==> config.mk <==
export PLATFORM = sky130hd
export DESIGN_NAME = uart_tx
export DESIGN_NICKNAME = d
export VERILOG_FILES = /design/src/rtl/uart_pkg.sv /design/src/rtl/uart_fifo.sv /design/src/rtl/uart_tx.sv
export SDC_FILE = /design/constraint.sdc
export NUM_CORES = 1
export LEC_CHECK = 0
export CAP_MARGIN = 20
export CORE_MARGIN = 1.5
export CORE_UTILIZATION = 30
export CTS_CLUSTER_SIZE = 14
export DETAILED_ROUTE_END_ITERATION = 8
export PLACE_DENSITY_LB_ADDON = 0.15
export SYNTH_ARGS = -nofsm -noshare
export SYNTH_HDL_FRONTEND = slang
export SYNTH_SLANG_ARGS = --single-unit
==> constraint.sdc <==
create_clock -name clk -period 2.7 [get_ports clk]
set_input_delay 0.675 -clock clk [delete_from_list [all_inputs] [get_ports clk]]
set_output_delay 0.675 -clock clk [all_outputs]
set_load 0.02 [all_outputs]
==> src/rtl/uart_pkg.sv <==
// uart_pkg: shared state encoding, parity modes and baud divisor helpers for the UART transmitter.
package uart_pkg;

    typedef enum logic [2:0] {
        S_IDLE   = 3'd0,
        S_START  = 3'd1,
        S_DATA   = 3'd2,
        S_PARITY = 3'd3,
        S_STOP   = 3'd4
    } state_t;

    localparam int PARITY_NONE = 0;
    localparam int PARITY_ODD  = 1;
    localparam int PARITY_EVEN = 2;

    function automatic int baud_div(input int clk_freq, input int baud);
        return clk_freq / baud;
    endfunction

    function automatic logic parity_bit(input logic [7:0] data, input int mode);
        return (mode == PARITY_EVEN) ? ^data : ~^data;
    endfunction

endpackage

==> src/rtl/uart_fifo.sv <==
// uart_fifo: single-clock byte FIFO with push/pop/full/empty/count; push is accepted when full only alongside a pop.
module uart_fifo #(
    parameter int DEPTH = 4,
    parameter int W     = 8
) (
    input  logic                   clk,
    input  logic                   rst,
    input  logic                   i_push,
    input  logic                   i_pop,
    input  logic [W-1:0]           i_din,
    output logic [W-1:0]           o_dout,
    output logic                   o_full,
    output logic                   o_empty,
    output logic [$clog2(DEPTH):0] o_count
);

    localparam int AW = $clog2(DEPTH);

    logic [W-1:0]  r_mem [DEPTH];
    logic [AW-1:0] r_wr_ptr;
    logic [AW-1:0] r_rd_ptr;
    logic [AW:0]   r_count;
    logic          w_wr;
    logic          w_rd;

    assign w_wr    = i_push & (~o_full | i_pop);
    assign w_rd    = i_pop & ~o_empty;
    assign o_full  = r_count == (AW+1)'(DEPTH);
    assign o_empty = r_count == '0;
    assign o_count = r_count;
    assign o_dout  = r_mem[r_rd_ptr];

    always_ff @(posedge clk or posedge rst) begin
        if (rst) begin
            r_wr_ptr <= '0;
            r_rd_ptr <= '0;
            r_count  <= '0;
        end else begin
            r_wr_ptr <= r_wr_ptr + AW'(w_wr);
            r_rd_ptr <= r_rd_ptr + AW'(w_rd);
            r_count  <= r_count + (AW+1)'(w_wr) - (AW+1)'(w_rd);
        end
    end

    always_ff @(posedge clk) begin
        if (w_wr) r_mem[r_wr_ptr] <= i_din;
    end

endmodule

==> src/rtl/uart_tx.sv <==
// uart_tx: buffers bytes on rising edges of tx_ready and serialises them as async frames on txd.
module uart_tx
    import uart_pkg::*;
#(
    parameter int CLK_FREQ   = 50_000_000,
    parameter int BAUD       = 115200,
    parameter int PARITY     = 0,
    parameter int STOP_BITS  = 1,
    parameter int FIFO_DEPTH = 4
) (
    input  logic       clk,
    input  logic       rst,
    input  logic       tx_ready,
    input  logic [7:0] tx_data,
    output logic       txd,
    output logic       busy,
    output logic       fifo_full,
    output logic       overflow
);

    localparam int BAUD_DIV = baud_div(CLK_FREQ, BAUD);
    localparam int BW       = BAUD_DIV > 1 ? $clog2(BAUD_DIV) : 1;
    localparam logic [BW-1:0] BAUD_LAST = BW'(BAUD_DIV - 1);
    localparam logic [2:0]    STOP_LAST = 3'(STOP_BITS - 1);

    state_t                      r_state, w_state_n;
    logic [BW-1:0]               r_baud_cnt, w_baud_cnt_n;
    logic [2:0]                  r_bit_cnt, w_bit_cnt_n;
    logic [7:0]                  r_shift, w_shift_n;
    logic                        r_par, w_par_n;
    logic                        r_txd, w_txd_n;
    logic                        r_tx_ready_d;
    logic                        r_overflow;
    logic                        w_push;
    logic                        w_pop;
    logic                        w_bit_end;
    logic                        w_full;
    logic                        w_empty;
    logic [7:0]                  w_dout;
    logic [$clog2(FIFO_DEPTH):0] w_count;

    assign w_push    = tx_ready & ~r_tx_ready_d;
    assign w_bit_end = r_baud_cnt == BAUD_LAST;
    assign txd       = r_txd;
    assign busy      = (r_state != S_IDLE) | (w_count != '0);
    assign fifo_full = w_full;
    assign overflow  = r_overflow;

    uart_fifo #(.DEPTH(FIFO_DEPTH), .W(8)) u_fifo (
        .clk     (clk),
        .rst     (rst),
        .i_push  (w_push),
        .i_pop   (w_pop),
        .i_din   (tx_data),
        .o_dout  (w_dout),
        .o_full  (w_full),
        .o_empty (w_empty),
        .o_count (w_count)
    );

    always_ff @(posedge clk or posedge rst) begin
        if (rst) begin
            r_state      <= S_IDLE;
            r_baud_cnt   <= '0;
            r_bit_cnt    <= '0;
            r_shift      <= '0;
            r_par        <= 1'b0;
            r_txd        <= 1'b1;
            r_tx_ready_d <= 1'b0;
            r_overflow   <= 1'b0;
        end else begin
            r_state      <= w_state_n;
            r_baud_cnt   <= w_baud_cnt_n;
            r_bit_cnt    <= w_bit_cnt_n;
            r_shift      <= w_shift_n;
            r_par        <= w_par_n;
            r_txd        <= w_txd_n;
            r_tx_ready_d <= tx_ready;
            r_overflow   <= r_overflow | (w_push & w_full & ~w_pop);
        end
    end

    // txd is registered from the next-state level so the line never glitches
    always_comb begin
        w_state_n    = r_state;
        w_baud_cnt_n = w_bit_end ? '0 : r_baud_cnt + BW'(1);
        w_bit_cnt_n  = r_bit_cnt;
        w_shift_n    = r_shift;
        w_par_n      = r_par;
        w_txd_n      = r_txd;
        w_pop        = 1'b0;
        case (r_state)
            S_IDLE: begin
                w_baud_cnt_n = '0;
                w_pop        = ~w_empty;
            end
            S_START: if (w_bit_end) begin
                w_state_n   = S_DATA;
                w_bit_cnt_n = '0;
                w_txd_n     = r_shift[0];
            end
            S_DATA: if (w_bit_end) begin
                w_shift_n   = r_shift >> 1;
                w_bit_cnt_n = r_bit_cnt + 3'd1;
                w_txd_n     = r_shift[1];
                if (r_bit_cnt == 3'd7) begin
                    w_bit_cnt_n = '0;
                    w_state_n   = (PARITY != PARITY_NONE) ? S_PARITY : S_STOP;
                    w_txd_n     = (PARITY != PARITY_NONE) ? r_par : 1'b1;
                end
            end
            S_PARITY: if (w_bit_end) begin
                w_state_n = S_STOP;
                w_txd_n   = 1'b1;
            end
            S_STOP: if (w_bit_end) begin
                w_bit_cnt_n = r_bit_cnt + 3'd1;
                if (r_bit_cnt == STOP_LAST) begin
                    w_bit_cnt_n = '0;
                    w_state_n   = S_IDLE;
                    w_pop       = ~w_empty;
                end
            end
            default: w_state_n = S_IDLE;
        endcase
        if (w_pop) begin
            w_state_n    = S_START;
            w_baud_cnt_n = '0;
            w_shift_n    = w_dout;
            w_par_n      = parity_bit(w_dout, PARITY);
            w_txd_n      = 1'b0;
        end
    end

endmodule

==> results.json, run 1 <==
{
  "seq_area_frac_synth": 0.614,
  "met1_usage": 0.153,
  "grt.busiest_layer": "met2",
  "rr_worst_depth": 9,
  "path_class": "register to primary output",
  "timing.rr.end": "u_fifo.o_count[2]$_DFF_PP0_",
  "synthAdderAreaFrac": 0.0456,
  "crit_chain": "nor3_1 -> nand3_1 -> clkdlybuf4s50_1",
  "grt_usage": 0.114,
  "worstPathMaxFanout": 3,
  "p_per_area_nw_per_um2": 661,
  "arrival_ns": 1.87,
  "die-area_um2": 10300,
  "syn_to_final_growth_pct": 19.6,
  "slew_headroom": 0.614,
  "core_um2": 9330,
  "yosys.area.top_type_share": 0.330,
  "synth_xor_area_frac": 0.0331,
  "crit_buf_inv": 1,
  "tns_ns": 0,
  "synth_mux_area_frac": 0.0851,
  "cp.depth": 3,
  "grt_max_degree": 34,
  "path_clk_slew_ns": 0.07,
  "synth_top_family_by_area": "simple AND/OR/NAND/NOR gates",
  "gr-total-overflow": 0,
  "placed_cells_incl_taps": 346,
  "crit_path_end": "busy",
  "fin_nets": 249,
  "hp-class": "register to register",
  "die_w_um": 102,
  "synth_ff_type": "edfxtp_1",
  "max_cap_viol_count": 0,
  "synth_area_per_cell_um2": 14.7,
  "finalMaxSlewViolations": 0,
  "grt_pass1_vias": 1662,
  "slowest_stage": "clkdlybuf4s50_1",
  "layout.cells.non_filler": 362,
  "fin_crit_sh": 0.942,
  "required_ns": 2.03,
  "synth_top_area_cell": "edfxtp_1",
  "ys_ff_latch": 65,
  "rows": 35,
  "cts-root-buf": "clkbuf_8",
  "place_congestion": 0.753,
  "cts_sinks": 65,
  "synth_area_leaders": "edfxtp_1 33%, dfrtp_1 28%, mux4_2 6.2%, ha_1 3.9%, nor2_1 2.1%",
  "die_h_um": 102,
  "drc": 0,
  "endpoint_kind": "primary output",
  "wl_mm": 5.04,
  "synth_compound_area_frac": 0.0709,
  "num_io_pins": 15,
  "synthSimpleGateAreaFrac": 0.125,
  "grt_pass1_wl_mm": 8.65,
  "postCtsSetupRepairBufs": 0,
  "hold_viol_final": 0,
  "max_freq_ghz": 0.393,
  "avgRoutedWirePerCell_um": 13.9,
  "hpwl_mm": 3.53,
  "ctsResizeCount": 0,
  "drive_gt1_frac": 0.210,
  "cts.path.max_buffers": 2,
  "p_total_mw": 2.30,
  "period_needed_ns": 2.54,
  "ant_nets": 0,
  "cts_tree": "yes",
  "cts_max_level": 3,
  "status": "finished, final reports clean",
  "worstMarginPinSlew_ns": 0.577,
  "synth_warnings": 0,
  "grt_antenna_before_repair": 0,
  "use_met3": 0.0311,
  "cts_buffers": 9,
  "ys_top_cells_by_count": "32 x dfrtp_1, 32 x edfxtp_1, 16 x nor2_1, 13 x inv_1, 9 x ha_1",
  "synth-edff-count": 32,
  "design_area_um2": 3480,
  "syn_nets": 219,
  "vias": 1634,
  "placed_area_um2": 3280,
  "avgViaCountPerCell": 4.51,
  "insertedDiodeCount": 0,
  "finalClockSkew_ns": 0.0114,
  "reg2reg_from": "u_fifo.o_count[2]$_DFF_PP0_",
  "yosysUniqueCellTypes": 49,
  "p_leak_nw": 1.36,
  "syn_area_um2": 2910,
  "drtIter0Drc": 56,
  "critPathLaunch": "u_fifo.o_count[2]$_DFF_PP0_",
  "grt_use_met2": 0.169,
  "cts_hold_buf": 0,
  "critPathLaunchType": "register",
  "port_buffers": 14,
  "r2r_slack_ns": 0.21,
  "rsz0062_at_grt": "no",
  "synthArstFlopShare": 0.508,
  "synthCells": 198,
  "clk_latency_ns": 0.34,
  "initial_core_util": 0.312,
  "setup_viol": 0,
  "vdd_drop_max_mv": 0.266,
  "dr.pass1.iters": 4,
  "fillers": 900,
  "critical_path.top_delay_family": "buffers and inverters",
  "crit_path_max_incr_delay_ns": 0.56
}
==> through the flow <==
stage | hold WS [ns] | setup WS (ns) | utilization
after floorplan | 0.469 | 0.0468 | -
after global placement | 0.455 | 0.266 | 0.352
after detailed placement | 0.472 | 0.200 | 0.352
after CTS | 0.490 | 0.122 | 0.373
after global routing | 0.521 | 0.0707 | 0.373
final | 0.482 | 0.157 | 0.373
==> worst reg2reg max path, stage by stage (launching register included) <==
cell     delay, ns
dfrtp_1       0.41
nor3_1        0.41
nor3_2        0.19
and2_1        0.22
ha_1          0.27
inv_1         0.04
ha_1          0.19
fa_1          0.37
xor2_1        0.16
xnor2_1       0.12
==> cell type report <==
type,count,area [um^2],area share
Sequential cell,65,1790,0.513
Multi-Input combinational cell,114,1060,0.304
Timing Repair Buffer,25,223,0.0640
Tap cell,129,161,0.0464
Clock buffer,9,124,0.0356
Clock inverter,7,78.8,0.0226
Inverter,13,48.8,0.0140
==> report_power, final <==
group / total (mW) / leakage (nW) / internal, mW / switching (mW)
logic: 0.251 / 0.569 / 0.122 / 0.130
registers: 1.21 / 0.690 / 1.15 / 0.0606
clock network: 0.844 / 0.104 / 0.436 / 0.409
total: 2.30 / 1.36 / 1.70 / 0.599
==> worst min path at each step <==
stage / depth (start not counted) / endpoint / from
detailed placement: 2 / overflow$_DFF_PP0_ / overflow$_DFF_PP0_
CTS: 2 / overflow$_DFF_PP0_ / overflow$_DFF_PP0_
global route: 1 / u_fifo.o_count[2]$_DFF_PP0_ / u_fifo.o_count[2]$_DFF_PP0_
global placement: 2 / overflow$_DFF_PP0_ / overflow$_DFF_PP0_
floorplan: 1 / u_fifo.o_count[2]$_DFF_PP0_ / u_fifo.o_count[2]$_DFF_PP0_
finish: 2 / overflow$_DFF_PP0_ / overflow$_DFF_PP0_
==> kinds of logic (layout without fill, tap and decap cells) <==
family	after synthesis	in the layout
mux	14	14
fa+ha+maj	10	10
simple gates	55	55
xor+xnor	11	11
flops	65	65
buf+inv	19	54
compound gates	24	24
==> registers in the layout, indices dropped and copies added (netlist names) <==
signal and cells:
r_tx_ready_d 1, r_shift 8, r_bit_cnt 3, r_state 3
r_baud_cnt 9, txd 1, u_fifo.r_wr_ptr 2, overflow 1
u_fifo.r_rd_ptr 2, u_fifo.r_mem 32, u_fifo.o_count 3
==> layer usage <==
layer,share of wire,vias to the layer above
met1,0.49,814
met3,0.022,4
li1,-,799
met4,0.011,0
met5,0,-
met2,0.47,17
==> layout by cell type, fill, tap and decap left out, types with 2 or more instances in the layout <==
cell type / instances
a21oi_1: 3
a21oi_2: 2
a221o_1: 5
and3_1: 7
buf_4: 11
clkbuf_8: 9
clkdlybuf4s50_1: 14
clkinv_4: 3
dfrtp_1: 32
edfxtp_1: 32
ha_1: 9
inv_1: 13
inv_6: 2
mux2_1: 4
mux2_2: 2
mux4_2: 8
nand2_1: 3
nand2b_1: 4
nand3_1: 5
nor2_1: 16
nor2b_1: 2
nor3_1: 3
nor4b_2: 3
o21ai_1: 2
o31ai_1: 2
xnor2_1: 6
xor2_1: 5
No activity file was read; power rests on OpenSTA's default activity.
==> run 2: changes to the inputs <==
- CORE_MARGIN: 1.5 -> default
- CORE_UTILIZATION: 30 -> 63
- clock period: 2.7 -> 3 ns (I/O delays scaled with it)
==> run 2 against run 1 <==
Net effect: count of clock-buffer cells in the layout increased by 1; core utilization rose by 39 points; routed wire length increased by 4.1%; largest cell class unchanged; largest power group unchanged.
==> results.json, run 2 (synthesized netlist as in run 1, its figures left out) <==
{
  "postCtsSetupRepairBufs": 0,
  "crit_chain": "nor2_1 -> nand3_1 -> clkdlybuf4s50_1",
  "fin_crit_sh": 0.892,
  "grt_usage": 0.246,
  "vias": 1731,
  "die_h_um": 70.0,
  "drtIter0Drc": 143,
  "worstMarginPinSlew_ns": 0.560,
  "dr.pass1.iters": 4,
  "status": "finished, final reports clean",
  "drc": 0,
  "grt_antenna_before_repair": 0,
  "fin_nets": 245,
  "p_leak_nw": 1.33,
  "place_congestion": 0.791,
  "tns_ns": 0,
  "cts_hold_buf": 0,
  "critPathLaunchType": "register",
  "hp-class": "register to register",
  "path_class": "register to primary output",
  "drive_gt1_frac": 0.179,
  "core_um2": 4380,
  "cts_buffers": 9,
  "gr-total-overflow": 0,
  "crit_path_max_incr_delay_ns": 0.56,
  "critical_path.top_delay_family": "buffers and inverters",
  "fillers": 268,
  "wl_mm": 5.24,
  "rows": 24,
  "cts_tree": "yes",
  "fin_hold_ws_ns": 0.492,
  "insertedDiodeCount": 0,
  "ctsResizeCount": 0,
  "cts_sinks": 65,
  "num_io_pins": 15,
  "slew_headroom": 0.624,
  "slowest_stage": "clkdlybuf4s50_1",
  "period_needed_ns": 2.68,
  "initial_core_util": 0.664,
  "grt_pass1_wl_mm": 8.92,
  "top_register": "u_fifo.r_mem",
  "regArea_um2": 1790,
  "cts.path.max_buffers": 2,
  "hpwl_mm": 3.71,
  "ant_nets": 0,
  "max_cap_viol_count": 0,
  "p_per_area_nw_per_um2": 607,
  "die-area_um2": 4900,
  "hold_viol_final": 0,
  "path_clk_slew_ns": 0.07,
  "final_cell_mix": "32 x dfrtp_1, 32 x edfxtp_1, 16 x nor2_1, 14 x clkdlybuf4s50_1, 13 x inv_1",
  "arrival_ns": 1.93,
  "cts-root-buf": "clkbuf_8",
  "syn_to_final_growth_pct": 14.3,
  "multi_input_area_um2": 1050,
  "largest_reg_flops": 32,
  "clk_latency_ns": 0.33,
  "vdd_drop_max_mv": 0.520,
  "max_freq_ghz": 0.374,
  "grt_max_degree": 34,
  "grt_pass1_vias": 1849,
  "cts_max_level": 3,
  "top_regs": "u_fifo.r_mem (32), r_baud_cnt (9), r_shift (8)",
  "endpoint_kind": "primary output",
  "rsz0062_at_grt": "no",
  "setup_viol": 0,
  "finalMaxSlewViolations": 0,
  "finalClockSkew_ns": 0.00923,
  "worstPathMaxFanout": 12,
  "crit_buf_inv": 1,
  "avgRoutedWirePerCell_um": 18.7,
  "avgViaCountPerCell": 6.16,
  "die_w_um": 70.0,
  "required_ns": 2.25,
  "port_buffers": 14
}
run 2: cell count changes in the layout (fill, tap and decap cells not counted), sizes merged:
cell / delta
buf: -4
clkbuf: +1
inv: -2
clkinvlp: +2
clkinv: -1
run 2: report_power, final:
| group | switching, mW | total (mW) | internal [mW] |
|---|---|---|---|
| Clock | 0.318 | 0.696 | 0.378 |
| Sequential | 0.0570 | 1.09 | 1.03 |
| Combinational | 0.125 | 0.233 | 0.108 |
run 2: final timing paths:
check                                            start                      endpoint  slack (ns)  depth (start not counted)
max in group asynchronous                          rst               txd$_DFFE_PP1P_        1.84                          3
worst max-delay path            r_state[0]$_DFFE_PP0P_                          busy        0.32                          3
worst max register to register  r_state[0]$_DFFE_PP0P_   u_fifo.o_count[2]$_DFF_PP0_        0.54                          8
worst min register to register         txd$_DFFE_PP1P_               txd$_DFFE_PP1P_        0.49                          2
min in group asynchronous                          rst  u_fifo.r_wr_ptr[0]$_DFF_PP0_        0.82                          3
worst min-delay path                   txd$_DFFE_PP1P_               txd$_DFFE_PP1P_        0.49                          2
run 2: layer usage:
| layer | up-vias | global-route usage | wire length [um] |
|---|---|---|---|
| met4 | 0 | 0.0844 | 58 |
| met2 | 51 | 0.429 | 2800 |
| met5 | - | 0 | 0 |
| li1 | 787 | - | - |
| met3 | 6 | 0.0649 | 254 |
| met1 | 887 | 0.295 | 2130 |
run 2: area by class of cell:
cell class,count,share of cell area
inverters,13,0.0147
flip-flops and latches,65,0.537
well taps,52,0.0196
multi-input cells,114,0.314
clock buffers,10,0.0384
repair buffers,21,0.0579
clock inverters,6,0.0177
run 2: per-stage QoR:
step           cells   util  worst slack, ns  cell area, um^2  power, mW
3_3_place_gp     265  0.716            0.600             3140       1.31
2_1_floorplan    198      -            0.347             2910       1.24
4_1_cts          281  0.759            0.336             3330       2.03
6_report         281  0.759            0.325             3330       2.02
5_1_grt          281  0.759            0.200             3330       2.10
3_5_place_dp     265  0.716            0.537             3140       1.34
run 2: worst reg2reg max path, stage by stage, from the launching register on:
cell and delay (ns):
dfrtp_1 0.53, nor3_2 0.55, and2_1 0.23, ha_1 0.12
inv_1 0.04, ha_1 0.20, fa_1 0.38, xor2_1 0.16
xnor2_1 0.13
==> run 3: changes to the inputs <==
- CORE_UTILIZATION: 63 -> 53
- clock period: 3 -> 2.27 ns (I/O delays scaled with it)
==> run 3 against run 2 <==
Net effect: combinational power increased by 82%; power grew 32%; worst hold slack lost 0.017 ns; critical endpoint is now u_fifo.o_count[2]$_DFF_PP0_; highest routed layer unchanged.
==> results.json, run 3 (synthesized netlist as in run 1, its figures left out) <==
{
  "status": "finished, final reports clean",
  "required_ns": 2.49,
  "fin_nets": 268,
  "grt_max_degree": 34,
  "internal-power_mw": 1.96,
  "hp-class": "register to register",
  "grt_antenna_before_repair": 0,
  "dr.pass1.iters": 4,
  "min_to": "overflow$_DFF_PP0_",
  "slew_headroom": 0.651,
  "tns_ns": 0,
  "top_register": "u_fifo.r_mem",
  "port_buffers": 14,
  "r2r_slack_ns": 0.02,
  "finalClockSkew_ns": 0.0104,
  "crit_path_max_incr_delay_ns": 0.38,
  "fillers": 364,
  "insertedDiodeCount": 0,
  "finalMaxSlewViolations": 0,
  "rsz0062_at_grt": "yes",
  "grt_pass1_wl_mm": 8.98,
  "critPathLaunchType": "register",
  "hpwl_mm": 3.86,
  "top_regs": "u_fifo.r_mem (32), r_baud_cnt (9), r_shift (8)",
  "p_leak_nw": 1.44,
  "p_per_area_nw_per_um2": 747,
  "multi_input_area_um2": 1110,
  "path_clk_slew_ns": 0.07,
  "path_class": "register to register",
  "cts_tree": "yes",
  "p_seq_frac": 0.537,
  "design_area_um2": 3560,
  "setup_viol": 0,
  "hold_viol_final": 0,
  "vdd_drop_max_mv": 0.524,
  "worstPathMaxFanout": 2,
  "cts-root-buf": "clkbuf_8",
  "fin_ws_ns": 0.0241,
  "die_h_um": 76.1,
  "endpoint_kind": "register",
  "pwr-share-comb": 0.159,
  "die_w_um": 76.1,
  "wl_mm": 5.37,
  "cts_max_level": 3,
  "rows": 26,
  "gr-total-overflow": 0,
  "reg2reg_from": "r_baud_cnt[1]$_DFF_PP0_",
  "cts_buffers": 9,
  "rr_worst_depth": 11,
  "drtIter0Drc": 101,
  "cts_hold_buf": 0,
  "cpMostUsedCell": "ha_4",
  "max_cap_viol_count": 0,
  "arrival_ns": 2.46,
  "netSwitchingPower_mw": 0.700,
  "num_io_pins": 15,
  "worstMarginPinSlew_ns": 0.524,
  "placed_area_um2": 3320,
  "max_freq_ghz": 0.445,
  "p_sw_frac": 0.263,
  "syn_to_final_growth_pct": 22.3,
  "p_total_mw": 2.66,
  "ant_nets": 0,
  "crit_chain": "inv_2 -> ha_4 -> nand4b_4 -> o31ai_4 -> and2_4 -> ha_4 -> inv_2 -> ha_4 -> fa_2 -> xor2_2 -> xnor2_1",
  "drc": 0,
  "hold_depth": 2,
  "regArea_um2": 1790,
  "largest_reg_flops": 32,
  "vias": 1769,
  "period_needed_ns": 2.25,
  "place_congestion": 0.818,
  "dp_slack_ns": -0.0392,
  "initial_core_util": 0.559,
  "avgViaCountPerCell": 5.49,
  "clk_latency_ns": 0.33,
  "grt_pass1_vias": 1953,
  "clock_power_share": 0.304,
  "core_um2": 5200,
  "die-area_um2": 5790,
  "final_cell_mix": "32 x dfrtp_1, 32 x edfxtp_1, 30 x buf_4, 15 x nor2_1, 12 x clkdlybuf4s50_1",
  "worstHoldStart": "overflow$_DFF_PP0_",
  "cts.path.max_buffers": 2,
  "avgRoutedWirePerCell_um": 16.7,
  "cts_sinks": 65,
  "slowest_stage": "dfrtp_1",
  "drive_gt1_frac": 0.298,
  "fin_crit_sh": 0.989,
  "grt_usage": 0.203,
  "timing.rr.end": "u_fifo.o_count[2]$_DFF_PP0_"
}
==> run 3: changes by cell type in the layout (fill, tap and decap cells not counted), sizes merged <==
cell           before  now
clkbuf             10    9
dlygate4sd2         0    2
buf                 7   30
bufinv              1    0
clkinv              3    5
clkdlybuf4s50      14   12
==> run 3: critical path, delay by kind of cell, from the launching register on <==
| family | cells | cell delay [ns] |
|---|---|---|
| compound gates | 1 | 0.26 |
| xor+xnor | 2 | 0.31 |
| fa+ha+maj | 4 | 0.77 |
| buf+inv | 2 | 0.11 |
| flops | 1 | 0.38 |
| simple gates | 2 | 0.31 |
==> run 3: final cells by class <==
| type | count | share of cell area |
|---|---|---|
| flip-flops and latches | 65 | 0.502 |
| multi-input cells | 114 | 0.312 |
| repair buffers | 44 | 0.102 |
| clock buffers | 9 | 0.0348 |
| well taps | 70 | 0.0246 |
| inverters | 13 | 0.0137 |
| clock inverters | 7 | 0.0105 |
==> run 3: worst max-delay path by stage <==
stage | start | slack [ns] | depth (start not counted) | end
global placement | u_fifo.o_count[2]$_DFF_PP0_ | -0.02 | 10 | u_fifo.o_count[2]$_DFF_PP0_
global route | r_baud_cnt[1]$_DFF_PP0_ | -0.08 | 11 | u_fifo.o_count[2]$_DFF_PP0_
finish | r_baud_cnt[1]$_DFF_PP0_ | 0.02 | 11 | u_fifo.o_count[2]$_DFF_PP0_
detailed placement | r_bit_cnt[0]$_DFFE_PP0P_ | -0.04 | 11 | u_fifo.o_count[2]$_DFF_PP0_
floorplan | r_baud_cnt[1]$_DFF_PP0_ | -0.34 | 6 | u_fifo.r_mem[2][0]$_DFFE_PP_
CTS | r_bit_cnt[0]$_DFFE_PP0P_ | -0.04 | 11 | u_fifo.o_count[2]$_DFF_PP0_
==> run 3: per-layer routing <==
| metal | GRT usage | wire length (um) | vias to the layer above |
|---|---|---|---|
| li1 | - | - | 833 |
| met1 | 0.233 | 2190 | 906 |
| met2 | 0.371 | 3000 | 24 |
| met3 | 0.0503 | 129 | 6 |
| met4 | 0.0654 | 51 | 0 |
| met5 | 0 | 0 | - |
==> run 3: metrics by stage <==
stage,utilization,std cells,hold slack [ns]
6_report,0.684,322,0.475
5_1_grt,0.684,322,0.511
4_1_cts,0.670,321,0.484
3_5_place_dp,0.638,304,0.465
3_3_place_gp,0.638,304,0.454
2_1_floorplan,-,198,0.469
==> run 3: power groups by stage <==
stage	clock, mW	combinational (mW)	sequential, mW
5_1_grt	0.869	0.465	1.44
3_5_place_dp	0	0.378	1.45
2_1_floorplan	0	0.198	1.44
6_report	0.809	0.423	1.43
4_1_cts	0.824	0.375	1.42
3_3_place_gp	0	0.356	1.44
==> run 3: repair_timing <==
item	4_1_cts	5_1_grt
gates resized for setup	3	12
setup buffers	1	1
cloned	0	0
pin swaps	0	6
setup endpoints to repair	3	26
